### src/rtl/pe_group_sequencer_pkg.sv
// Shared types and derived-size helpers for the PE_Group sequencer.
package pe_group_sequencer_pkg;

  typedef enum logic [1:0] {
    IDLE = 2'd0,
    RUN  = 2'd1,
    DONE = 2'd2
  } seqState_t;

  function automatic int calcISize(input int wSize, input int oSize);
    return wSize + oSize - 1;
  endfunction

  // Per-stream counters hold tiles*groupSize; +3 bits covers group sizes up to 8.
  function automatic int calcCntWidth(input int tileCountWidth);
    return tileCountWidth + 3;
  endfunction

endpackage

### src/rtl/pe_group_sequencer_fetch.sv
// One buffer-to-PE_Group stream: read issue counter, one in-flight read, 2-entry FIFO.
module seq_stream_fetch
  import pe_group_sequencer_pkg::*;
#(
  parameter int DataWidth = 32,
  parameter int AddrWidth = 8,
  parameter int CntWidth  = 11
) (
  input  logic                 clk,
  input  logic                 aclr,
  input  logic                 clkEn,
  input  logic                 run,
  input  logic [AddrWidth-1:0] base,
  input  logic [CntWidth-1:0]  total,
  output logic                 rdEn,
  output logic [AddrWidth-1:0] rdAddr,
  input  logic [DataWidth-1:0] rdData,
  output logic                 valid,
  input  logic                 rdy,
  output logic [DataWidth-1:0] data,
  output logic                 drained
);

  logic [CntWidth-1:0]  issueCnt;
  logic                 inflight;
  logic [DataWidth-1:0] fifoMem [2];
  logic                 rdPtr;
  logic                 wrPtr;
  logic [1:0]           fifoCnt;
  logic                 push;
  logic                 pop;
  logic [1:0]           occupancy;

  assign valid  = (fifoCnt != 2'd0);
  assign data   = fifoMem[rdPtr];
  assign push   = clkEn & inflight;
  assign pop    = clkEn & valid & rdy;
  assign rdAddr = base + AddrWidth'(issueCnt);

  // Crediting the same-cycle pop lets a full pipe keep issuing one read per cycle.
  assign occupancy = fifoCnt + {1'b0, inflight} - {1'b0, pop};
  assign rdEn      = clkEn & run & (issueCnt < total) & (occupancy < 2'd2);

  assign drained = (issueCnt == total) & ~inflight & ~valid;

  always_ff @(posedge clk or negedge aclr) begin
    if (!aclr) begin
      issueCnt   <= '0;
      inflight   <= 1'b0;
      rdPtr      <= 1'b0;
      wrPtr      <= 1'b0;
      fifoCnt    <= 2'd0;
      fifoMem[0] <= '0;
      fifoMem[1] <= '0;
    end else if (clkEn) begin
      inflight <= rdEn;
      if (!run) begin
        issueCnt <= '0;
      end else if (rdEn) begin
        issueCnt <= issueCnt + CntWidth'(1);
      end
      if (push) begin
        fifoMem[wrPtr] <= rdData;
        wrPtr          <= ~wrPtr;
      end
      if (pop) begin
        rdPtr <= ~rdPtr;
      end
      fifoCnt <= fifoCnt + {1'b0, push} - {1'b0, pop};
    end
  end

endmodule

### src/rtl/pe_group_sequencer.sv
// Command-driven tile scheduler feeding one PE_Group from W/I/O buffers and writing results back.
// state | meaning
// IDLE  | waiting for a command, cmd_rdy high
// RUN   | streaming tiles into PE_Group and collecting results
// DONE  | command finished; done pulses as the FSM returns to IDLE
module pe_group_sequencer
  import pe_group_sequencer_pkg::*;
#(
  parameter int DataWidth      = 32,
  parameter int W_PEGroupSize  = 3,
  parameter int O_PEGroupSize  = 4,
  parameter int I_PEGroupSize  = calcISize(W_PEGroupSize, O_PEGroupSize),
  parameter int AddrWidth      = 8,
  parameter int TileCountWidth = 8,
  parameter int CntWidth       = calcCntWidth(TileCountWidth)
) (
  input  logic                      clk,
  input  logic                      aclr,
  input  logic                      clk_en,
  input  logic                      cmd_valid,
  output logic                      cmd_rdy,
  input  logic [AddrWidth-1:0]      cmd_w_base,
  input  logic [AddrWidth-1:0]      cmd_i_base,
  input  logic [AddrWidth-1:0]      cmd_o_base,
  input  logic [AddrWidth-1:0]      cmd_r_base,
  input  logic [TileCountWidth-1:0] cmd_tiles,
  output logic                      done,
  output logic                      w_rd_en,
  output logic                      i_rd_en,
  output logic                      o_rd_en,
  output logic [AddrWidth-1:0]      w_rd_addr,
  output logic [AddrWidth-1:0]      i_rd_addr,
  output logic [AddrWidth-1:0]      o_rd_addr,
  input  logic [DataWidth-1:0]      w_rd_data,
  input  logic [DataWidth-1:0]      i_rd_data,
  input  logic [DataWidth-1:0]      o_rd_data,
  output logic                      r_wr_en,
  output logic [AddrWidth-1:0]      r_wr_addr,
  output logic [DataWidth-1:0]      r_wr_data,
  output logic                      W_Valid,
  output logic                      I_Valid,
  output logic                      O_Valid,
  input  logic                      W_Rdy,
  input  logic                      I_Rdy,
  input  logic                      O_Rdy,
  output logic [DataWidth-1:0]      W_Data,
  output logic [DataWidth-1:0]      I_Data,
  output logic [DataWidth-1:0]      O_Data,
  input  logic                      R_Valid,
  output logic                      R_Rdy,
  input  logic [DataWidth-1:0]      R_Data
);

  localparam logic [CntWidth-1:0] WSize = CntWidth'(W_PEGroupSize);
  localparam logic [CntWidth-1:0] ISize = CntWidth'(I_PEGroupSize);
  localparam logic [CntWidth-1:0] OSize = CntWidth'(O_PEGroupSize);

  seqState_t            state;
  logic [AddrWidth-1:0] wBase;
  logic [AddrWidth-1:0] iBase;
  logic [AddrWidth-1:0] oBase;
  logic [AddrWidth-1:0] rBase;
  logic [CntWidth-1:0]  totW;
  logic [CntWidth-1:0]  totI;
  logic [CntWidth-1:0]  totO;
  logic [CntWidth-1:0]  resCnt;
  logic                 doneReg;
  logic                 run;
  logic                 resHs;
  logic                 wDrained;
  logic                 iDrained;
  logic                 oDrained;

  assign run     = (state == RUN);
  assign cmd_rdy = (state == IDLE);
  assign done    = doneReg & clk_en;

  assign R_Rdy     = run & (resCnt < totO);
  assign resHs     = clk_en & R_Valid & R_Rdy;
  assign r_wr_en   = resHs;
  assign r_wr_addr = rBase + AddrWidth'(resCnt);
  assign r_wr_data = R_Data;

  always_ff @(posedge clk or negedge aclr) begin
    if (!aclr) begin
      state   <= IDLE;
      wBase   <= '0;
      iBase   <= '0;
      oBase   <= '0;
      rBase   <= '0;
      totW    <= '0;
      totI    <= '0;
      totO    <= '0;
      resCnt  <= '0;
      doneReg <= 1'b0;
    end else if (clk_en) begin
      doneReg <= 1'b0;
      if (resHs) begin
        resCnt <= resCnt + CntWidth'(1);
      end
      unique case (state)
        IDLE: begin
          resCnt <= '0;
          if (cmd_valid) begin
            wBase <= cmd_w_base;
            iBase <= cmd_i_base;
            oBase <= cmd_o_base;
            rBase <= cmd_r_base;
            totW  <= CntWidth'(cmd_tiles) * WSize;
            totI  <= CntWidth'(cmd_tiles) * ISize;
            totO  <= CntWidth'(cmd_tiles) * OSize;
            state <= (cmd_tiles == '0) ? DONE : RUN;
          end
        end
        RUN: begin
          if (wDrained && iDrained && oDrained && (resCnt == totO)) begin
            state <= DONE;
          end
        end
        DONE: begin
          doneReg <= 1'b1;
          state   <= IDLE;
        end
        default: state <= IDLE;
      endcase
    end
  end

  seq_stream_fetch #(
    .DataWidth(DataWidth),
    .AddrWidth(AddrWidth),
    .CntWidth (CntWidth)
  ) uWFetch (
    .clk    (clk),
    .aclr   (aclr),
    .clkEn  (clk_en),
    .run    (run),
    .base   (wBase),
    .total  (totW),
    .rdEn   (w_rd_en),
    .rdAddr (w_rd_addr),
    .rdData (w_rd_data),
    .valid  (W_Valid),
    .rdy    (W_Rdy),
    .data   (W_Data),
    .drained(wDrained)
  );

  seq_stream_fetch #(
    .DataWidth(DataWidth),
    .AddrWidth(AddrWidth),
    .CntWidth (CntWidth)
  ) uIFetch (
    .clk    (clk),
    .aclr   (aclr),
    .clkEn  (clk_en),
    .run    (run),
    .base   (iBase),
    .total  (totI),
    .rdEn   (i_rd_en),
    .rdAddr (i_rd_addr),
    .rdData (i_rd_data),
    .valid  (I_Valid),
    .rdy    (I_Rdy),
    .data   (I_Data),
    .drained(iDrained)
  );

  seq_stream_fetch #(
    .DataWidth(DataWidth),
    .AddrWidth(AddrWidth),
    .CntWidth (CntWidth)
  ) uOFetch (
    .clk    (clk),
    .aclr   (aclr),
    .clkEn  (clk_en),
    .run    (run),
    .base   (oBase),
    .total  (totO),
    .rdEn   (o_rd_en),
    .rdAddr (o_rd_addr),
    .rdData (o_rd_data),
    .valid  (O_Valid),
    .rdy    (O_Rdy),
    .data   (O_Data),
    .drained(oDrained)
  );

endmodule
### config.mk
export PLATFORM = sky130hd
export DESIGN_NAME = pe_group_sequencer
export DESIGN_NICKNAME = d
export VERILOG_FILES = /design/src/rtl/pe_group_sequencer_pkg.sv /design/src/rtl/pe_group_sequencer_fetch.sv /design/src/rtl/pe_group_sequencer.sv
export SDC_FILE = /design/constraint.sdc
export NUM_CORES = 1
export LEC_CHECK = 0
export CAP_MARGIN = 20
export CORE_MARGIN = 2
export CORE_UTILIZATION = 52
export DETAILED_ROUTE_END_ITERATION = 10
export GPL_ROUTABILITY_DRIVEN = 0
export GPL_TIMING_DRIVEN = 0
export PLACE_DENSITY_LB_ADDON = 0.2
export SYNTH_ARGS = -nofsm -noshare
export SYNTH_HDL_FRONTEND = slang
export SYNTH_SLANG_ARGS = --single-unit
### constraint.sdc
create_clock -name clk -period 3 [get_ports clk]
set_clock_uncertainty 0.15 [all_clocks]
set_input_delay 0.45 -clock clk [delete_from_list [all_inputs] [get_ports clk]]
set_output_delay 0.45 -clock clk [all_outputs]
set_load 0.05 [all_outputs]
Word-level counts from Yosys, hierarchy flattened
Index checks and enable logic that the tools add are counted.
W data, S select, Z words.
{"block": "word_totals", "reg_bits": 314, "latchBits": 0, "mem_bits_rw": 0, "romBits": 0, "elab_cells": 179, "memories": 0}
{"block": "classes", "addsub": 20, "mul": 2, "div_mod_pow": 0, "n_lt_le_gt_ge": 16, "n_eq_ne": 11, "shifts": 0, "muxes": 31, "n_bitwise": 44, "n_reduce_logical": 24}
{"operator": "$mux W32", "count": 12}
{"operator": "$bwmux W64", "count": 3}
{"operator": "$demux W32 S1", "count": 3}
{"operator": "$mux W11", "count": 8}
{"operator": "$add A11 B1 Y11 const B", "count": 4}
{"operator": "$eq A11 B10 Y1", "count": 3}
{"operator": "$lt A11 B10 Y1", "count": 3}
{"operator": "$add A8 B8 Y8", "count": 4}
{"operator": "$and A1 B1 Y1", "count": 26}
{"operator": "$mul A8 B2 Y10 const B", "count": 2}
{"operator": "$reduce_and A2 Y1", "count": 10}
{"operator": "$add A2 B1 Y2", "count": 6}
{"operator": "$ge A2 B2 Y1 const B", "count": 6}
{"operator": "$not A1 Y1", "count": 12}
{"operator": "$not A1 Y2", "count": 6}
{"operator": "$sub A2 B1 Y2", "count": 6}
{"operator": "$eq A11 B11 Y1", "count": 1}
{"operator": "$lt A11 B11 Y1", "count": 1}
{"operator": "$logic_not A8 Y1", "count": 1}
{"operator": "$ne A2 B2 Y1 const B", "count": 4}
{"operator": "$reduce_bool A2 Y1", "count": 4}
{"operator": "$logic_and A1 B1 Y1", "count": 6}
{"operator": "$lt A2 B1 Y1 const B", "count": 3}
{"operator": "$lt A2 B2 Y1 const B", "count": 3}
{"operator": "other kinds (8)", "count": 11}

Logic depth before layout (Yosys ltp)
Gate-level depths: netlist of run 1.
{"block": "logic_depth", "depth_word": 8, "mapped_depth": 10}

Hierarchy
A second synthesis of run 1 with hierarchy kept.
{"block": "hier_totals", "cells_unflattened": 1451, "area_unflattened_um2": 16408.2}
{"mod": "seq_stream_fetch (uWFetch)", "instances": 1, "cells_each": 339, "area_each_um2": 4212.8, "seq_area_each_um2": 2001.9}
{"mod": "seq_stream_fetch (uOFetch)", "instances": 1, "cells_each": 342, "area_each_um2": 4196.5, "seq_area_each_um2": 2001.9}
{"mod": "seq_stream_fetch (uIFetch)", "instances": 1, "cells_each": 341, "area_each_um2": 4191.5, "seq_area_each_um2": 2001.9}
{"mod": "pe_group_sequencer", "instances": 1, "cells_each": 429, "area_each_um2": 3807.4, "seq_area_each_um2": 1576.5}

Worst setup path after synthesis of run 1
Ideal clock, no wire load.
{"block": "synth_timing", "path_kind": "register -> register", "start": "reg uWFetch.fifoCnt[1]", "end": "reg uWFetch.issueCnt[0]", "setup_time_ns": 0.125, "arrival_ns": 3.069, "t_required_ns": 2.725, "setup_slack_ns": -0.344, "path_stages_with_launch": 10, "n_path_buf": 0, "period_less_slack_ns": 3.344, "cell_sequence": "dfrtp_1 or2_2 and3_1 ha_1 nor2b_1 xnor2_1 nand2_1 nor2_1 o21ai_0 mux2_2"}
{"block": "synth_via", "elab_chain_cells": 8}
{"item": "start, declared", "line": "pe_group_sequencer_fetch.sv:29", "source": "logic [1:0] fifoCnt;"}
{"item": "start signal, assigned", "line": "pe_group_sequencer_fetch.sv:69", "source": "fifoCnt <= fifoCnt + {1'b0, push} - {1'b0, pop};"}
{"item": "$reduce_bool A2 Y1", "line": "pe_group_sequencer_fetch.sv:34", "source": "assign valid = (fifoCnt != 2'd0);"}
{"item": "named net W_Valid", "line": "pe_group_sequencer.sv:40", "source": "output logic W_Valid,"}
{"item": "$and A1 B1 Y1 (2 in series)", "line": "pe_group_sequencer_fetch.sv:37", "source": "assign pop = clkEn & valid & rdy;"}
{"item": "$sub A2 B1 Y2", "line": "pe_group_sequencer_fetch.sv:41", "source": "assign occupancy = fifoCnt + {1'b0, inflight} - {1'b0, pop};"}
{"item": "$lt A2 B2 Y1", "line": "pe_group_sequencer_fetch.sv:42", "source": "assign rdEn = clkEn & run & (issueCnt < total) & (occupancy < 2'd2);"}
{"item": "$and A1 B1 Y1", "line": "pe_group_sequencer_fetch.sv:42"}
{"item": "named net w_rd_en", "line": "pe_group_sequencer.sv:28", "source": "output logic w_rd_en,"}
{"item": "$ne A2 B2 Y1 (no line)"}
{"item": "$reduce_and A2 Y1 (no line)"}
{"item": "end signal, assigned", "line": "pe_group_sequencer_fetch.sv:60", "source": "issueCnt <= issueCnt + CntWidth'(1);"}
{"item": "end, declared", "line": "pe_group_sequencer_fetch.sv:24", "source": "logic [CntWidth-1:0] issueCnt;"}
The timed path passes the listed nets, and every way through them passes these cells.
A chain may end at the register's enable or synchronous reset.

Worst setup path after layout of run 1
{"block": "layout_timing", "start": "reg uIFetch.fifoCnt[0]", "end": "out i_rd_en"}
{"block": "layout_via", "elab_chain_cells": 6}
{"item": "start, declared", "line": "pe_group_sequencer_fetch.sv:29"}
{"item": "start signal, assigned", "line": "pe_group_sequencer_fetch.sv:69"}
{"item": "$reduce_bool A2 Y1", "line": "pe_group_sequencer_fetch.sv:34"}
{"item": "$and A1 B1 Y1 (2 in series)", "line": "pe_group_sequencer_fetch.sv:37"}
{"item": "$sub A2 B1 Y2 (*)", "line": "pe_group_sequencer_fetch.sv:41"}
{"item": "$lt A2 B2 Y1 (*)", "line": "pe_group_sequencer_fetch.sv:42"}
{"item": "$and A1 B1 Y1 (*)", "line": "pe_group_sequencer_fetch.sv:42"}
{"item": "end, declared", "line": "pe_group_sequencer.sv:29", "source": "output logic i_rd_en,"}
Mark *: on every way between the ends. The rest lies on a longest branch, timed or not.

==> qor.txt, run 1 <==
Hold path start = uOFetch.wrPtr
Core area = 30300 µm²
Reg power frac = 0.274
Count of final hold-check violations = 0
Clock slew at the register clock pins of the worst setup and hold paths = 0.06 ns
Most numerous cell types in the synthesized netlist = 321 x sky130_fd_sc_hd__mux2_2, 303 x sky130_fd_sc_hd__dfrtp_1, 92 x sky130_fd_sc_hd__ha_1
Layout filler cell count = 2269
Detail Placement HPWL = 27.6 mm
Final max-slew violation count = 0
Post-Syn Instances = 1312
EDFF count, synth = 0
Count of pins on the block boundary = 346
Category of the worst setup path capture point = output pin
Part of the total power dissipated in the clock network = 0.173
Sinks on the clock net = 303
Main combinational cell family by area after synthesis = multiplexers
Worst IR drop on VDD = 932 µV
Number of antenna violations at the first check in global routing = 2
Count of distinct cell types in the synthesized netlist = 66
Net switching power = 11.1 mW
Ratio of final minimum period to clock period = 1.03
Remaining antenna violation count after routing = 0
Number of port buffers = 313
Switching part of the total = 0.445
Asr flop ratio synth = 1.00
Total overflow reported by the global router = 0
Stage delay of the slowest cell on the critical path = 0.39 ns
Proportion of netlist area held by the largest area contributor = 0.477
Register bit total from synthesis = 303
Critical Path Source = uIFetch.fifoCnt[0]
Worst hold slack after final layout = 0.333 ns
Data required, critical path = 2.40 ns
Most used cell, CP = sky130_fd_sc_hd__or2_4
Failing checks = negative setup slack
Crit path max fanout = 3
Highest-delay cell along the critical path = sky130_fd_sc_hd__dfrtp_1
Initial detailed-routing violation count = 483
TritonCTS clock tree = done
Area of the mapped netlist = 15900 µm²
Gr usage total = 0.234
P&R area growth vs syn = 33.6%
Primary FF master, synth = sky130_fd_sc_hd__dfrtp_1
Initial Util = 0.524
Post-synthesis share of cell area spent on and, or, nand and nor gates = 0.0743
Instance area after placement = 19600 µm²
Chip width = 179 µm
Die Y = 179 µm
Crit-path cells = or2_4, and3_4, ha_2, xor2_1, xnor2_2, nand2_2, or2_4, inv_2, buf_8
Warnings, synthesis = 0
Result of the run = complete, but fails checks
Leakage = 9.77 nW
Drt wl/cell = 18.0 µm
Achievable clock frequency = 325 MHz
Detailed Routing Iterations Pass 1 = 5
Std cell rows = 64
Most instantiated library cell after synthesis = sky130_fd_sc_hd__mux2_2
Max-cap check violation count = 0
Slew at the pin with the worst max-slew slack = 0.838 ns
Post-Synth XOR/XNOR Area = 0.0314
Total Neg Setup Slack = -0.0996 ns
Launch point of the worst reg-to-reg path = uIFetch.fifoCnt[0]
Largest net degree at the start of global routing = 115
Mapped Nets = 1585
Multiplexer share of the synthesized area = 0.233
Power per standard cell area = 1180 nW/µm²
Fin cells = 2126
Sequential area share after synthesis = 0.477
Number of global-route vias before repair = 11531
Cell Count Post-Placement = 2023
Die Area = 32000 µm²
Wire length after detailed routing = 38.4 mm
Data arrival time of the critical path = 2.48 ns
Buf+Inv Stages, Crit Path = 2
Worst slew margin relative to its limit = 0.441
Number of diodes = 0
Number of H-tree levels = 2
Top cell family by delay on the critical path = simple AND/OR/NAND/NOR gates
Crit path kind = reg2out
Number of nets at the end of the flow = 1981
Setup violation total in the final timing report = 3
Utilization of the core after routing = 0.700
Worst-case setup slack after placement = -1.60 ns
Buffers from clock root to sink, at most = 3
Overall power consumption = 25.0 mW
Complex-gate fraction of the synthesized area = 0.0595
Internal power component = 13.9 mW
DRC Markers = 0
Root Buffer = sky130_fd_sc_hd__clkbuf_16
FF+latch area = 7590 µm²
First-pass GRT wire length = 59.5 mm
Minimum period implied by the final worst setup slack = 3.08 ns
HP Class = reg2reg
Setup repair after global routing missed its margin = yes
Final instance area = 21300 µm²
Via density per instance = 5.39
Via count = 11451
Area of the multi-input gates = 7870 µm²
Top cell type by total area after synthesis = sky130_fd_sc_hd__dfrtp_1
Clock latency on the worst-skew pair = 0.50 ns
Number of CTS-inserted buffers = 34
Least setup slack across all paths after layout = -0.0754 ns
Avg Synthesized Cell Area = 12.1 µm²
Launching element type of the critical path = flip-flop
Cells taking the most area after synthesis = sky130_fd_sc_hd__dfrtp_1 48%, sky130_fd_sc_hd__mux2_2 23%, sky130_fd_sc_hd__ha_1 7.2%, sky130_fd_sc_hd__xnor2_1 2.1%, sky130_fd_sc_hd__inv_1 1.9%
Share of layout cells above drive strength 1 = 0.331
Logic gate share of total power = 0.554
Adder-cell area share of the yosys netlist = 0.0787
==> worst register-to-register path, stage by stage (launching register included) <==
cell	delay, ns
sky130_fd_sc_hd__dfrtp_1	0.39
sky130_fd_sc_hd__or2_4	0.26
sky130_fd_sc_hd__and3_4	0.18
sky130_fd_sc_hd__ha_2	0.17
sky130_fd_sc_hd__xor2_1	0.25
sky130_fd_sc_hd__xnor2_2	0.18
sky130_fd_sc_hd__nand2_2	0.09
sky130_fd_sc_hd__buf_4	0.16
sky130_fd_sc_hd__nor3_1	0.67
sky130_fd_sc_hd__a31o_2	0.25
sky130_fd_sc_hd__a31oi_1	0.08
==> path summary, 6_finish.rpt <==
| kind | endpoint | slack, ns | cells after the start |
|---|---|---|---|
| min | uOFetch.wrPtr | 0.33 | 1 |
| max | i_rd_en | -0.08 | 9 |
| max in group asynchronous | uIFetch.fifoMem[12] | 0.88 | 4 |
| min reg2reg | uOFetch.wrPtr | 0.33 | 1 |
| min in group asynchronous | uOFetch.fifoMem[43] | 0.39 | 2 |
| max reg2reg | uIFetch.issueCnt[9] | 0.02 | 10 |
==> timing repair <==
item                                    in CTS  in global routing
pin swaps                                   20                 35
hold endpoints to repair                    87                  0
setup buffers                               24                 22
hold buffers                                 1                  0
resized for setup                          270                 44
endpoints found under the setup margin     146                 27
==> flip-flops by register name, summed over array words and instances (netlist names), 2 cells and up <==
signal and flops:
uWFetch.fifoCnt 2, oBase 8, uOFetch.issueCnt 11, uOFetch.fifoMem 64, uOFetch.fifoCnt 2, uIFetch.issueCnt 11
uWFetch.fifoMem 64, resCnt 11, uIFetch.fifoMem 64, wBase 8, iBase 8, rBase 8
state 2, uWFetch.issueCnt 11, totI 9, totO 8, uIFetch.fifoCnt 2
==> power groups by stage <==
| stage | Combinational, mW | Clock [mW] | Sequential, mW |
|---|---|---|---|
| detailed placement | 14.0 | 0 | 6.91 |
| finish | 13.8 | 4.32 | 6.85 |
| CTS | 13.7 | 4.41 | 6.82 |
| global route | 14.7 | 4.60 | 7.06 |
| global placement | 13.9 | 0 | 6.81 |
| floorplan | 10.1 | 0 | 6.56 |
==> cell families (layout without fill, tap and decap cells) <==
| group | Yosys count | after routing |
|---|---|---|
| AO/OA/AOI/OAI | 138 | 138 |
| XOR/XNOR | 57 | 57 |
| adder cells (fa/ha/maj) | 97 | 97 |
| buffers and inverters | 162 | 580 |
| flip-flops | 303 | 303 |
| multiplexers | 330 | 330 |
| AND/OR/NAND/NOR | 225 | 225 |
==> cell usage in the layout (no fill, tap or decap), drive strengths merged, types with 5 or more instances in the layout <==
cell	instances
mux2	325
dfrtp	303
clkdlybuf4s50	190
buf	119
dlygate4sd2	99
ha	92
inv	79
clkbuf	74
nand2	60
nor2	44
o21ai	41
xnor2	39
nand3	23
a21oi	22
xor2	18
nor3	15
and3	12
o21a	11
nor2b	11
a21o	10
nand4	10
or3	10
nor4	9
or2	8
a31oi	7
o31ai	7
o211ai	6
bufinv	6
mux2i	5
clkinv	5
o41ai	5
fa	5
==> routing by layer <==
layer | global-route usage | vias to the layer above | wire, µm
met5 | 0 | - | 29
met4 | 0.0583 | 4 | 744
met3 | 0.0477 | 55 | 2550
met2 | 0.392 | 316 | 18500
met1 | 0.311 | 5659 | 16500
li1 | - | 5417 | -
==> cell type report <==
class / count / share of cell area
Multi-Input combinational cell: 847 / 0.371
Sequential cell: 303 / 0.357
Tap cell: 396 / 0.0233
Clock inverter: 13 / 0.0104
Inverter: 80 / 0.0145
Clock buffer: 45 / 0.0435
Buffer: 80 / 0.0205
Timing Repair Buffer: 362 / 0.160
No activity file was read; power rests on OpenSTA's default activity.
==> run 2: changes to the inputs <==
--- a/config.mk
+++ b/config.mk
@@ -5,7 +5,6 @@
 export SDC_FILE = /design/constraint.sdc
 export NUM_CORES = 1
 export LEC_CHECK = 0
-export CAP_MARGIN = 20
 export CORE_MARGIN = 2
 export CORE_UTILIZATION = 52
 export DETAILED_ROUTE_END_ITERATION = 10
==> results of run 2 <==
No change in the layout: final DEF, timing and power equal those of run 1.
==> run 3: changes to the inputs <==
--- a/config.mk
+++ b/config.mk
@@ -7,6 +7,7 @@
 export LEC_CHECK = 0
 export CORE_MARGIN = 2
 export CORE_UTILIZATION = 52
+export CTS_CLUSTER_DIAMETER = 60
 export DETAILED_ROUTE_END_ITERATION = 10
 export GPL_ROUTABILITY_DRIVEN = 0
 export GPL_TIMING_DRIVEN = 0
==> constraint.sdc (replaced) <==
create_clock -name clk -period 3.1 [get_ports clk]
set_clock_uncertainty 0.15 [all_clocks]
set_input_delay 0.465 -clock clk [delete_from_list [all_inputs] [get_ports clk]]
set_output_delay 0.465 -clock clk [all_outputs]
set_load 0.05 [all_outputs]
==> run 3 against run 2 <==
Non-clock buffer count fell by 12. Die area unchanged. Highest routed layer is now met4. Clock-buffer cell count up 10. Combinational power is 4% lower. Hold slack got worse by 0.0011 ns. The flow still finishes with violations (negative setup slack). Final cell count shrank 0.42%. Via count shrank 0.20%.
==> qor.txt, run 3 (same netlist as run 1, synthesis figures left out) <==
Result of the run = complete, but fails checks
Failing checks = negative setup slack
Top flop regs = uIFetch.fifoMem (64), uOFetch.fifoMem (64), uWFetch.fifoMem (64)
Area of the multi-input gates = 7800 µm² (-0.95%)
Worst slew margin relative to its limit = 0.468 (+0.0268)
Launching element type of the critical path = flip-flop
Stage delay of the slowest cell on the critical path = 0.40 ns (about the same)
Via density per instance = 5.40 (+0.22%)
P&R area growth vs syn = 32.5%
Count of pins on the block boundary = 346 (unchanged)
Std cell rows = 64 (unchanged)
HP Class = reg2reg
Share of layout cells above drive strength 1 = 0.313 (-0.0184)
Setup repair after global routing missed its margin = yes
Largest net degree at the start of global routing = 124 (+7.8%)
Commonest cells after routing, fill and taps aside = 321 x sky130_fd_sc_hd__mux2_2, 300 x sky130_fd_sc_hd__dfrtp_1, 190 x sky130_fd_sc_hd__clkdlybuf4s50_1
Clock slew at the register clock pins of the worst setup and hold paths = 0.06 ns (about the same)
Initial Util = 0.524 (unchanged)
Max-cap check violation count = 0 (unchanged)
Number of port buffers = 313 (unchanged)
Slew at the pin with the worst max-slew slack = 0.791 ns (-0.0464 ns)
Layout filler cell count = 2321 (+2.3%)
Final max-slew violation count = 0 (unchanged)
Power per standard cell area = 1140 nW/µm² (-3.5%)
Leading cell type in the layout, fill and taps excluded = sky130_fd_sc_hd__mux2_2
Number of cells traversed by the worst hold path = 1 (unchanged)
TritonCTS clock tree = done
Number of global-route vias before repair = 11721 (+1.6%)
Fin cells = 2117 (-0.42%)
Minimum period implied by the final worst setup slack = 3.19 ns
Clock latency on the worst-skew pair = 0.51 ns (about the same)
Chip width = 179 µm (unchanged)
Total overflow reported by the global router = 0 (unchanged)
Number of antenna violations at the first check in global routing = 1 (-1)
First-pass GRT wire length = 60.0 mm (+0.80%)
Crit path max fanout = 8 (+5)
Endpoint of the worst register-to-register path = uOFetch.issueCnt[4]
Root Buffer = sky130_fd_sc_hd__clkbuf_16
Remaining antenna violation count after routing = 0 (unchanged)
Die Area = 32000 µm² (unchanged)
Buffers from clock root to sink, at most = 3 (unchanged)
Launch point of the worst reg-to-reg path = uOFetch.fifoCnt[1]
Via count = 11428 (-0.20%)
Ratio of final minimum period to clock period = 1.03
Hold path start = uWFetch.wrPtr
Detail Placement HPWL = 28.0 mm (+1.1%)
Leakage = 9.74 nW (-0.32%)
Count of final hold-check violations = 0 (unchanged)
Top cell family by delay on the critical path = simple AND/OR/NAND/NOR gates
Utilization of the core after routing = 0.695 (-0.00569)
Cell Count Post-Placement = 2023 (unchanged)
Wire length after detailed routing = 38.6 mm (+0.61%)
Least setup slack across all paths after layout = -0.0860 ns (-0.0106 ns)
Data required, critical path = 2.48 ns (+0.08 ns)
Flop-to-flop setup slack = 0.10 ns (+0.08 ns)
Sinks on the clock net = 303 (unchanged)
Crit-path cells = or2_4, and3_4, ha_1, xor2_2, xnor2_2, nand2_2, or2_4, inv_1, buf_6
Data arrival time of the critical path = 2.57 ns (+0.09 ns)
Setup violation total in the final timing report = 1 (-2)
Initial detailed-routing violation count = 463 (-4.1%)
Buf+Inv Stages, Crit Path = 2 (unchanged)
Most used cell, CP = sky130_fd_sc_hd__or2_4
DRC Markers = 0 (unchanged)
Detailed Routing Iterations Pass 1 = 5 (unchanged)
Number of H-tree levels = 2 (unchanged)
End point of the worst hold path = uWFetch.wrPtr
Die Y = 179 µm (unchanged)
Category of the worst setup path capture point = output pin
Gr usage total = 0.236 (+0.00231)
Register-to-Register Path Depth = 14 (+4)
Achievable clock frequency = 314 MHz
Crit path kind = reg2out
Number of nets at the end of the flow = 1971 (-0.50%)
Highest-delay cell along the critical path = sky130_fd_sc_hd__dfrtp_1
Worst IR drop on VDD = 840 µV (-9.9%)
Core area = 30300 µm² (unchanged)
Drt wl/cell = 18.2 µm (+1.0%)
Number of CTS-inserted buffers = 36 (+5.9%)
FF+latch area = 7590 µm² (about the same)
==> run 3: metal layers <==
metal,wire [µm],vias to the layer above,global-route usage
li1,-,5379,-
met1,16400,5660,0.306
met2,18900,323,0.403
met3,2420,66,0.0454
met4,898,0,0.0681
met5,0,-,0
==> run 3: timing repair <==
item,in CTS,in global routing
setup buffers,22,12
endpoints found under the setup margin,134,27
hold endpoints to repair,89,0
resized for setup,240,44
pin swaps,15,15
hold buffers,1,0
==> run 3: per-stage QoR <==
stage / power, mW / TNS [ns] / cell area, µm² / setup slack, ns / hold slack, ns
floorplan: 16.1 / 0 / 15900 / 0.0139 / 0.0194
global placement: 20.0 / -3555.24 / 19500 / -11.64 / 0.316
detailed placement: 20.3 / -47.36 / 19600 / -1.55 / 0.323
CTS: 23.9 / -0.146 / 20900 / -0.146 / 0.334
global route: 25.3 / -0.383 / 21100 / -0.166 / 0.345
finish: 23.9 / -0.0860 / 21100 / -0.0860 / 0.332
==> run 3: final cells by class <==
| type | instances | share of cell area |
|---|---|---|
| diodes | 1 | 0.000119 |
| plain buffers | 80 | 0.0207 |
| clock buffers | 55 | 0.0519 |
| clock inverters | 5 | 0.00172 |
| inverters | 80 | 0.0144 |
| multi-input cells | 847 | 0.370 |
| flip-flops and latches | 303 | 0.360 |
| well taps | 396 | 0.0235 |
| repair buffers | 350 | 0.158 |
==> run 3: how the worst max path moves through the flow <==
| stage | to | slack, ns | from | cells after the start |
|---|---|---|---|---|
| after floorplan | i_rd_en | 0.01 | uIFetch.fifoCnt[1] | 9 |
| after global placement | uIFetch.fifoMem[36] | -11.64 | aclr | 1 |
| after detailed placement | i_rd_en | -1.55 | clk_en | 11 |
| after CTS | i_rd_en | -0.15 | uIFetch.fifoCnt[1] | 9 |
| after global routing | i_rd_en | -0.17 | uIFetch.issueCnt[4] | 7 |
| final | i_rd_en | -0.09 | uIFetch.fifoCnt[0] | 9 |
==> run 3: power by group <==
group	switching [mW]	leakage [nW]	internal, mW
registers	0.929	3.74	5.69
logic	8.21	5.44	5.07
clock network	1.61	0.551	2.42
==> variant 1: new RTL, flow settings as in run 2 <==
`DataWidth` is set to 32 in 2 places; all go to 28.
--- a/src/rtl/pe_group_sequencer_fetch.sv
+++ b/src/rtl/pe_group_sequencer_fetch.sv
@@ -4,3 +4,3 @@
 #(
-  parameter int DataWidth = 32,
+  parameter int DataWidth = 28,
   parameter int AddrWidth = 8,
--- a/src/rtl/pe_group_sequencer.sv
+++ b/src/rtl/pe_group_sequencer.sv
@@ -8,3 +8,3 @@
 #(
-  parameter int DataWidth      = 32,
+  parameter int DataWidth      = 28,
   parameter int W_PEGroupSize  = 3,
Interface: changed (8 resized); port bits go from 346 to 314. The function was not compared with the original's and may differ.
==> variant 1 against run 2 <==
The flow still finishes with violations (setup timing). Design area decreased by 4.7%. Total power decreased by 5.1%. Wire length shrank 1.2%. Sequential cell count down 24. Area after synthesis fell by 6.3%. Clock power shrank 6.9%. Final cell count fell by 4.9%. Sequential power shrank 8.6%. Worst setup slack lost 0.48 ns. Synthesized cell count shrank 4.9%. Critical path type unchanged. Critical endpoint unchanged.
==> variant 1: results (changes against run 2) <==
* I/O Buffers at 284 (was 313)
* CP max FO at 2 (was 3)
* Vias per cell at 5.48 (was 5.39)
* Worst path max stage delay at 0.51 ns (was 0.39 ns)
* Post-synth net total at 1505 (was 1585)
* Leak pwr at 9.35 nW (was 9.77 nW)
* Violated checks: setup timing (unchanged)
* Synth cell types at 63 (was 66)
* Vias in the first global route at 11717 (was 11531)
* Worst-case vdd ir drop at 838 uV (was 932 uV)
* Final worst slack at -0.560 ns (was -0.0754 ns)
* Worst-Skew Late Latency at 0.58 ns (was 0.50 ns)
* DP Worst Slack at -1.22 ns (was -1.60 ns)
* First-pass GRT wire length at 61100 um (was 59500 um)
* WL/cell at 18.8 um (was 18.0 um)
* Tot GR Track Use at 25.0% (was 23.4%)
* Hold crit path type: input pin to async pin (was flip-flop to flip-flop)
* Top Registers: uIFetch.fifoMem x56, uOFetch.fifoMem x56, uWFetch.fifoMem x56 (was uIFetch.fifoMem x64, uOFetch.fifoMem x64, uWFetch.fifoMem x64)
* Initial antenna violation count at 4 (was 2)
* Detail Placement HPWL at 26400 um (was 27600 um)
* Net count, final at 1878 (was 1981)
* Slew @ Worst Pin at 0.865 ns (was 0.838 ns)
* Final setup viols at 12 (was 3)
* Top post-synthesis cells by count: mux2_2 (287), dfrtp_1 (279), ha_1 (92) (was mux2_2 (321), dfrtp_1 (303), ha_1 (92))
* Status: finished, violations left (unchanged)
* # H-tree levels at 1 (was 2)
* Seq/Total Area, Yosys at 46.9% (was 47.7%)
==> variant 1: cell count changes in the layout (fill, tap and decap cells not counted), moves of 9 or more <==
cell,change
mux2_2,-34
o21a_1,-9
dlygate4sd2_1,-59
clkdlybuf4s50_1,+24
buf_2,+9
xnor2_1,-11
dfrtp_1,-26
nand3_1,-13
or4_1,+10
buf_1,-17
nand2_1,+13
inv_1,-11
==> variant 1: final cells by class <==
type                    instances  area [sq um]
diodes                          2          5.00
plain buffers                  75           455
clock buffers                  44           885
clock inverters                10           196
fillers                      2030          7760
inverters                      68           262
multi-input cells             824          7720
flip-flops and latches        279          6990
well taps                     378           473
repair buffers                342          3260
==> variant 1: routing by layer <==
layer  track usage [%]  share of wire, %  vias up
met5                 0             0.061        -
met4              7.42               2.7        4
met3              6.97               7.4       82
met2              41.3                47      350
met1              32.2                43     5476
li1                  -                 -     5176
==> variant 1: where the power goes <==
part | total [mW] | switching [mW] | internal, mW
clock | 4.02 | 1.55 | 2.48
sequential | 6.26 | 0.874 | 5.39
combinational | 13.5 | 8.08 | 5.37
total | 23.7 | 10.5 | 13.2
==> variant 1: logic make-up after synthesis <==
group / Yosys count / share of synthesized area [%]
adders and majority gates: 97 / 8.40
buffers and inverters: 145 / 4.50
DFF: 279 / 46.9
muxes: 292 / 22.0
AOI/OAI and AO/OA: 154 / 6.97
xor gates and xnor gates: 49 / 2.88
and+or+nand+nor: 232 / 8.34
==> variant 1: worst paths after layout <==
path / startpoint / cells past startpoint / endpoint / slack [ns]
min: aclr / 2 / iBase[2] / 0.30
min reg2reg: totI[7] / 2 / totI[7] / 0.33
min in group clk: clk_en / 4 / resCnt[3] / 0.32
max in group asynchronous: aclr / 4 / uWFetch.fifoMem[12] / 1.01
max reg2reg: uIFetch.fifoCnt[1] / 12 / uIFetch.issueCnt[3] / -0.14
max: uIFetch.fifoCnt[1] / 9 / i_rd_en / -0.56
==> variant 1: stage by stage <==
step                      setup TNS, ns  instance area [sq um]  cells
final                             -1.39                  20200   2022
after global routing              -3.00                  20200   2021
after CTS                        -0.810                  19900   2001
after detailed placement         -16.89                  18300   1912
after global placement         -2976.93                  18200   1910
after floorplan                  -0.130                  14900   1248
==> variant 1: timing repair <==
item / CTS / global route
endpoints found under the hold margin: 82 / 0
resized for setup: 254 / 66
hold buffers: 1 / 0
pin swaps: 42 / 44
gates cloned: 0 / 1
setup endpoints to repair: 123 / 71
buffers inserted: 37 / 21
==> variant 1: worst reg2reg max path, cell delays in order, from the launching register on <==
cell and delay [ns]:
dfrtp_1 0.39, or2_4 0.24, and3_4 0.19, ha_4 0.27
nor2b_4 0.04, xnor2_2 0.15, or3_4 0.35, buf_4 0.15
buf_6 0.10, o31a_1 0.37, buf_4 0.18, or3_1 0.32
a21oi_1 0.15
